--- src/rtl/spi_pkg.sv ---
// Shared SPI frame definitions.
// Contents:
//   SPI_FRAME_BITS - bits per SPI frame; the frame receiver uses the same constant
//   spi_tx_state_t - transmitter FSM states
package spi_pkg;

    localparam int unsigned SPI_FRAME_BITS = 40;

    typedef enum logic [1:0] {
        IDLE,
        SHIFT,
        DONE
    } spi_tx_state_t;

endpackage

--- src/rtl/sync_edge.sv ---
// Multi-flop synchronizer for an asynchronous pin with registered edge pulses.
// Ports:
//   clk, rst - system clock, synchronous active-high reset
//   din      - asynchronous input pin
//   rise     - one-cycle pulse, synchronized rising edge of din
//   fall     - one-cycle pulse, synchronized falling edge of din
// The pulse register compares the last two synchronizer stages, so an edge on din
// appears on rise/fall SYNC_STAGES clk cycles after the pin change.
module sync_edge #(
    parameter int unsigned SYNC_STAGES = 2
) (
    input  logic clk,
    input  logic rst,
    input  logic din,
    output logic rise,
    output logic fall
);

    logic [SYNC_STAGES-1:0] sync_q;
    logic                   rise_q;
    logic                   fall_q;

    // Chain resets to 0: a spurious rise after reset is harmless because rises are
    // only acted on mid-frame, and a low pin at reset release is not taken as a fall.
    always_ff @(posedge clk) begin
        if (rst) begin
            sync_q <= '0;
            rise_q <= 1'b0;
            fall_q <= 1'b0;
        end else begin
            sync_q <= {sync_q[SYNC_STAGES-2:0], din};
            rise_q <= sync_q[SYNC_STAGES-2] & ~sync_q[SYNC_STAGES-1];
            fall_q <= ~sync_q[SYNC_STAGES-2] & sync_q[SYNC_STAGES-1];
        end
    end

    assign rise = rise_q;
    assign fall = fall_q;

endmodule

--- src/rtl/spi_frame_tx.sv ---
// SPI slave frame transmitter (CPOL=0/CPHA=0), MSB first.
// Ports:
//   clk, rst    - system clock, synchronous active-high reset
//   sclk, ss_n  - asynchronous SPI clock and active-low select from the master
//   miso        - serial data to master; miso_oe enables the pad while selected
//   tx_data/tx_valid/tx_ready - frame input handshake into a one-entry hold buffer
//   frame_done  - pulse, full frame shifted out
//   underrun    - pulse, frame started with nothing buffered (previous frame repeated)
//   aborted     - pulse, ss_n released mid-frame
module spi_frame_tx
    import spi_pkg::*;
#(
    parameter int unsigned FRAME_BITS  = SPI_FRAME_BITS,
    parameter int unsigned SYNC_STAGES = 2
) (
    input  logic                  clk,
    input  logic                  rst,
    input  logic                  sclk,
    input  logic                  ss_n,
    output logic                  miso,
    output logic                  miso_oe,
    input  logic [FRAME_BITS-1:0] tx_data,
    input  logic                  tx_valid,
    output logic                  tx_ready,
    output logic                  frame_done,
    output logic                  underrun,
    output logic                  aborted
);

    localparam int unsigned CNT_W = $clog2(FRAME_BITS + 1);

    logic sclk_rise, sclk_fall, ss_rise, ss_fall;

    sync_edge #(.SYNC_STAGES(SYNC_STAGES)) u_sclk_sync (
        .clk  (clk),
        .rst  (rst),
        .din  (sclk),
        .rise (sclk_rise),
        .fall (sclk_fall)
    );

    sync_edge #(.SYNC_STAGES(SYNC_STAGES)) u_ss_sync (
        .clk  (clk),
        .rst  (rst),
        .din  (ss_n),
        .rise (ss_rise),
        .fall (ss_fall)
    );

    spi_tx_state_t         state_q, state_d;
    // Bits still to send after the one currently on miso.
    logic [FRAME_BITS-2:0] sr_q, sr_d;
    logic [FRAME_BITS-1:0] last_q, last_d;
    logic [FRAME_BITS-1:0] hold_q, hold_d;
    logic [FRAME_BITS-1:0] load_frame;
    logic [CNT_W-1:0]      cnt_q, cnt_d;
    logic                  hold_full_q, hold_full_d;
    logic                  tx_ready_q;
    logic                  miso_q, miso_d;
    logic                  oe_q, oe_d;
    logic                  done_q, done_d;
    logic                  under_q, under_d;
    logic                  abort_q, abort_d;
    logic                  load_hold, bypass, accept;

    assign accept = tx_valid & tx_ready_q;

    always_comb begin
        state_d    = state_q;
        sr_d       = sr_q;
        cnt_d      = cnt_q;
        last_d     = last_q;
        miso_d     = miso_q;
        oe_d       = oe_q;
        done_d     = 1'b0;
        under_d    = 1'b0;
        abort_d    = 1'b0;
        load_hold  = 1'b0;
        bypass     = 1'b0;
        load_frame = last_q;

        case (state_q)
            IDLE: begin
                miso_d = 1'b0;
                oe_d   = 1'b0;
                if (ss_fall) begin
                    if (hold_full_q) begin
                        load_frame = hold_q;
                        load_hold  = 1'b1;
                    end else if (accept) begin
                        load_frame = tx_data;
                        bypass     = 1'b1;
                    end else begin
                        under_d    = 1'b1;
                    end
                    sr_d    = load_frame[FRAME_BITS-2:0];
                    miso_d  = load_frame[FRAME_BITS-1];
                    last_d  = load_frame;
                    cnt_d   = '0;
                    oe_d    = 1'b1;
                    state_d = SHIFT;
                end
            end
            SHIFT: begin
                if (ss_rise) begin
                    abort_d = 1'b1;
                    miso_d  = 1'b0;
                    oe_d    = 1'b0;
                    state_d = IDLE;
                end else if (sclk_rise) begin
                    cnt_d = cnt_q + CNT_W'(1);
                    if (cnt_q == CNT_W'(FRAME_BITS - 1)) begin
                        done_d  = 1'b1;
                        miso_d  = 1'b0;
                        state_d = DONE;
                    end
                end else if (sclk_fall && cnt_q != '0) begin
                    // Only shift once the master has sampled the current bit.
                    miso_d = sr_q[FRAME_BITS-2];
                    sr_d   = {sr_q[FRAME_BITS-3:0], 1'b0};
                end
            end
            DONE: begin
                miso_d = 1'b0;
                if (ss_rise) begin
                    oe_d    = 1'b0;
                    state_d = IDLE;
                end
            end
            default: state_d = IDLE;
        endcase
    end

    // Bypass consumes the handshake directly, so it must not also fill the buffer.
    always_comb begin
        hold_full_d = hold_full_q;
        hold_d      = hold_q;
        if (load_hold) begin
            hold_full_d = 1'b0;
        end else if (accept && !bypass) begin
            hold_full_d = 1'b1;
            hold_d      = tx_data;
        end
    end

    always_ff @(posedge clk) begin
        if (rst) begin
            state_q     <= IDLE;
            sr_q        <= '0;
            cnt_q       <= '0;
            last_q      <= '0;
            hold_q      <= '0;
            hold_full_q <= 1'b0;
            tx_ready_q  <= 1'b0;
            miso_q      <= 1'b0;
            oe_q        <= 1'b0;
            done_q      <= 1'b0;
            under_q     <= 1'b0;
            abort_q     <= 1'b0;
        end else begin
            state_q     <= state_d;
            sr_q        <= sr_d;
            cnt_q       <= cnt_d;
            last_q      <= last_d;
            hold_q      <= hold_d;
            hold_full_q <= hold_full_d;
            tx_ready_q  <= !hold_full_d;
            miso_q      <= miso_d;
            oe_q        <= oe_d;
            done_q      <= done_d;
            under_q     <= under_d;
            abort_q     <= abort_d;
        end
    end

    assign miso       = miso_q;
    assign miso_oe    = oe_q;
    assign tx_ready   = tx_ready_q;
    assign frame_done = done_q;
    assign underrun   = under_q;
    assign aborted    = abort_q;

endmodule

--- config.mk ---
export PLATFORM = sky130hd
export DESIGN_NAME = spi_frame_tx
export DESIGN_NICKNAME = d
export VERILOG_FILES = /design/src/rtl/spi_pkg.sv /design/src/rtl/sync_edge.sv /design/src/rtl/spi_frame_tx.sv
export SDC_FILE = /design/constraint.sdc
export NUM_CORES = 1
export LEC_CHECK = 0
export BUFFER_PORTS_ARGS = -buffer_cell sky130_fd_sc_hd__buf_4
export CAP_MARGIN = 30
export CORE_AREA = 4 4 113 115
export CTS_CLUSTER_DIAMETER = 100
export DETAILED_ROUTE_END_ITERATION = 6
export DIE_AREA = 0 0 117 119
export PLACE_DENSITY = 0.81
export SLEW_MARGIN = 20
export SYNTH_ARGS = -nofsm -noshare
export SYNTH_HDL_FRONTEND = slang
export SYNTH_SLANG_ARGS = --single-unit
--- constraint.sdc ---
create_clock -name clk -period 2.33 [get_ports clk]
set_input_delay 0.466 -clock clk [delete_from_list [all_inputs] [get_ports clk]]
set_output_delay 0.466 -clock clk [all_outputs]
set_load 0.1 [all_outputs]
Word level (Yosys, flattened, before mapping)
Cells that the tools add are included.
- input bits: 45
- bits in registers: 142
- word-level logic and storage cells: 105
- equal/unequal tests: 14
- reductions and logical operators: 20
- bitwise operators: 14
- $add $sub $neg: 1
- muxes and demuxes: 38
- operator list (operator ; count):
    $mux W39 ; 4
    $mux W40 ; 2
    $pmux W39 S2 ; 1
    $mux W1 ; 19
    $mux W6 ; 3
    $pmux W6 S2 ; 1
    $mux W2 ; 5
    $not A1 Y1 ; 9
    $ne A2 B1 Y1 const B ; 4
    $reduce_and A4 Y1 ; 2
    $reduce_or A4 Y1 ; 2
    $add A6 B1 Y6 const B ; 1
    $eq A6 B6 Y1 const B ; 1
    $ne A2 B2 Y1 const B ; 3
    $pmux W2 S3 ; 1
    $reduce_and A2 Y1 ; 3
    $reduce_bool A6 Y1 ; 1
    $and A1 B1 Y1 ; 5
    $reduce_and A5 Y1 ; 1
    $ne A4 B2 Y1 const B ; 1
    $ne A4 B3 Y1 const B ; 1
    $reduce_bool A2 Y1 ; 2
    $reduce_or A2 Y1 ; 2
    $ne A3 B1 Y1 const B ; 1
    10 further kinds ; 12

Depth between registers and ports, before layout
- depth after elaboration: 10
- depth in mapped cells: 9
- depth with buffers taken out: 6

Hierarchy
From an unflattened synthesis, not the netlist that was laid out.
- cell total of the unflattened synthesis: 822
- area, all modules: 6423.7 µm²
- by module, submodules not included (module ; times used ; cells an instance ; seq. area each (µm²) ; area each (µm²)):
    spi_frame_tx ; 1 ; 806 ; 2682.6 ; 6188.4
    sync_edge ; 2 ; 8 ; 80.1 ; 117.6

Least setup slack after synthesis
No wires, ideal clock.
- kind: register -> register
- start: reg tx_ready_q, in the netlist tx_ready
- end: reg sr_q[20]
- buffers on the path: 3
- path slack: 0.063 ns
- cell stages (with the launch flop): 8
- required time: 2.249 ns
- data arrival time: 2.186 ns
- cells stage by stage: dfxtp_1 buf_2 buf_2 buf_2 nand3_1 a31oi_1 mux2i_1 a211oi_2
- longest elaborated chain between the ends: 5
- ends and longest elaborated chain (what ; RTL line ; text):
    from (decl) ; spi_frame_tx.sv:58 ; logic tx_ready_q;
    from (signal assigned) ; spi_frame_tx.sv:167 ; tx_ready_q <= !hold_full_d;
    $and A1 B1 Y1 ; spi_frame_tx.sv:66 ; assign accept = tx_valid & tx_ready_q;
    $mux W40 ; spi_frame_tx.sv:90 ; end else if (accept) begin
    $mux W40 ; spi_frame_tx.sv:87 ; if (hold_full_q) begin
    $mux W39 ; spi_frame_tx.sv:86 ; if (ss_fall) begin
    $pmux W39 S2 ; spi_frame_tx.sv:82 ; case (state_q)
    to (signal assigned) ; spi_frame_tx.sv:162 ; sr_q <= sr_d;
    to (decl) ; spi_frame_tx.sv:52 ; logic [FRAME_BITS-2:0] sr_q, sr_d;
Every way passes these cells. The select of a mux whose other input is x is not followed.
A chain may end at the register's enable or synchronous reset.

Worst setup path in the final report
- start: reg state_q[1]
- end: reg sr_q[37]
- longest elaborated chain between the ends: 3
- ends and longest elaborated chain (what ; RTL line ; text):
    from (decl) ; spi_frame_tx.sv:50 ; spi_tx_state_t state_q, state_d;
    from (signal assigned) ; spi_frame_tx.sv:161 ; state_q <= state_d;
    $eq A2 B1 Y1 / $logic_not A2 Y1 (equally long branches) ; spi_frame_tx.sv:82 ;
    $ne A2 B2 Y1 (no source line) (tied with other cells) ; -- ;
    $reduce_and A5 Y1 (no source line) ; -- ;
Parallel ways exist; a longest one is shown, timed or not.

==> results.yml <==
global_route:
  grt_pass1_vias: 5714
  grtUsageTotal_pct: 23.8
  grt_overflow: 0
  grt_first_pass_wirelength_um: 26800
  grt_max_degree: 55
  antenna_found_initial: 0
cts:
  cts_sinks: 142
  cts_setup_buffers: 0
  cts-root-buf: "clkbuf_16"
  cts_resized: 0
  clk_transition_reported_paths_ns: 0.05
  cts_tree: "built"
  cts_buffers: 17
  holdBufCountCts: 0
  cts.path.max_buffers: 2
  htreeDepth: 4
  clk_latency_ns: 0.42
setup_path:
  cp.arrival_ns: 2.43
  worstSetupStartpointType: "flip-flop"
  crit_family: "multiplexers"
  slowest_delay_ns: 0.38
  r2r_slack_ns: 0.21
  path_class: "reg -> reg"
  cp_slowest_cell: "mux2i_4"
  crit_chain: "inv_1 -> ha_1 -> mux2i_4 -> a211oi_4 -> or2_1 -> buf_12 -> a211oi_1"
  crit_buf_inv: 2
  critPathRequiredTime_ns: 2.64
  crit_path_end_kind: "flip-flop"
  critPathMaxFanout: 38
sta:
  slew_headroom_pct: 53.9
  final_hold_viol_count: 0
  rsz0062_at_grt: "no"
  skew_ns: 0.00785
  slew_viol_final: 0
  finalCriticalPeriod_ns: 2.12
  fin_hold_ws_ns: 0.262
  setup_viol: 0
  worst_pin_slew_ns: 0.692
  period_share_pct: 90.9
  clock.fmax_mhz: 472
  tns_ns: 0
pwr:
  power_density_nw_per_um2: 740
  p_leak_nw: 2.76
  ir_drop_mv: 0.545
logic_synthesis:
  synth_seq_cells: 142
  synth_nets: 877
  synth_warnings: 0
  synth-edff-count: 0
  async_reset_ff_share_pct: 0
  synthFlopType: "dfxtp_1"
  synth_seq_area_share_pct: 41.2
  postSynthAreaPerCell_um2: 8.35
  synth_area_um2: 6890
  synth_cell_type_count: 45
  netlist_instances: 826
routing:
  num_vias: 6041
  drc: 0
  ant_nets: 0
  viasPerCell: 6.03
  wl_per_cell_um: 16.4
  drt_first_pass_iters: 5
  drtIter0Drc: 502
  routed_wl_um: 16500
floorplanning:
  die_h_um: 119
  fp.dieArea_um2: 13900
  start_util_pct: 58.4
  core-area_um2: 11800
  num_rows: 40
  die_w_um: 117
  ios: 51
place:
  place.gp.congestion: 0.772
  io_buffers: 50
  hpwlAfterDp_um: 10200
final_layout:
  drive_gt1_share_pct: 17.4
  syn_to_final_growth_pct: 15.4
  most-common-layout-cells: "nand2_1, dfxtp_1, a21oi_1, buf_4, nor2b_1"
  antenna_cells: 0
  nets: 893
  final_common_cell: "nand2_1"
hold_path:
  hp-class: "in -> reg"
outcome:
  outcome: "finished clean"
job:
  maxCapViolations: 0
[flip-flops by register name, indices dropped and copies added (netlist names), 2 cells and up]
name / flops
last_q: 40
u_ss_sync.sync_q: 2
state_q: 2
u_sclk_sync.sync_q: 2
hold_q: 40
cnt_q: 6
sr_q: 39
[synth_stat cells (6+ instances only)]
cell | instances | area (um^2)
nand2_1 | 165 | 619
dfxtp_1 | 142 | 2840
a21oi_1 | 86 | 430
clkbuf_1 | 55 | 206
nor2b_1 | 47 | 294
nor3_1 | 45 | 225
nand3_1 | 41 | 205
a31oi_1 | 40 | 250
mux2i_1 | 39 | 390
a211oi_1 | 20 | 150
a211oi_2 | 20 | 250
a21bo_1 | 19 | 190
a21bo_2 | 19 | 190
buf_2 | 14 | 70.1
nor2_1 | 11 | 41.3
inv_1 | 8 | 30.0
ha_1 | 6 | 75.1
[area by class of cell]
cell class / count / area, um^2
Sequential cell: 142 / 2840
Clock buffer: 26 / 509
Timing Repair Buffer: 74 / 631
Fill cell: 935 / 3860
Tap cell: 147 / 184
Multi-Input combinational cell: 599 / 3680
Clock inverter: 5 / 78.8
Inverter: 8 / 30.0
[stage by stage]
step                      utilization, %  setup WS, ns  instance area, um^2  total power, mW  cells
after global placement              62.4         0.385                 7370             3.21    970
after detailed placement            62.4         0.284                 7370             3.24    970
after CTS                           67.3         0.222                 7950             5.89   1001
final                               67.3         0.213                 7950             5.88   1001
after global routing                67.3        0.0925                 7950             6.07   1001
after floorplan                        -        0.0628                 6890             3.03    826
[path summary, 6_finish.rpt]
kind                        from                   to  cells past startpoint
min                         ss_n  u_ss_sync.sync_q[0]                      2
max                   state_q[1]             sr_q[37]                      7
max reg2reg           state_q[1]             sr_q[37]                      7
min reg2reg  u_ss_sync.sync_q[1]       u_ss_sync.rise                      1
[routing by layer]
| metal | vias up | wire, um | track usage [%] |
|---|---|---|---|
| met4 | 0 | 398 | 10.3 |
| met3 | 31 | 1010 | 4.32 |
| li1 | 2919 | - | - |
| met5 | - | 0 | 0 |
| met2 | 203 | 7990 | 38.4 |
| met1 | 2888 | 7070 | 31.0 |
[worst reg2reg max path, stage by stage, from the launching register on]
cell	delay [ns]
dfxtp_1	0.34
inv_1	0.12
ha_1	0.35
mux2i_4	0.38
a211oi_4	0.07
or2_1	0.25
buf_12	0.19
a211oi_1	0.31
[power breakdown]
| part | internal, mW | switching [mW] | total, mW |
|---|---|---|---|
| clock network | 1.71 | 0.968 | 2.68 |
| logic | 0.252 | 0.393 | 0.645 |
| registers | 2.50 | 0.0566 | 2.56 |
[cells by family (layout without fill, tap and decap cells)]
family                   Yosys count  after routing  synth area share, %
multiplexers                      43             43                 6.48
buffers and inverters             85            113                 5.54
AO/OA/AOI/OAI                    218            218                 22.9
adder cells (fa/ha/maj)            6              6                 1.09
flip-flops                       142            142                 41.2
AND/OR/NAND/NOR                  328            328                 22.2
XOR/XNOR                           4              4                0.508
(Power assumes the default switching activity.)
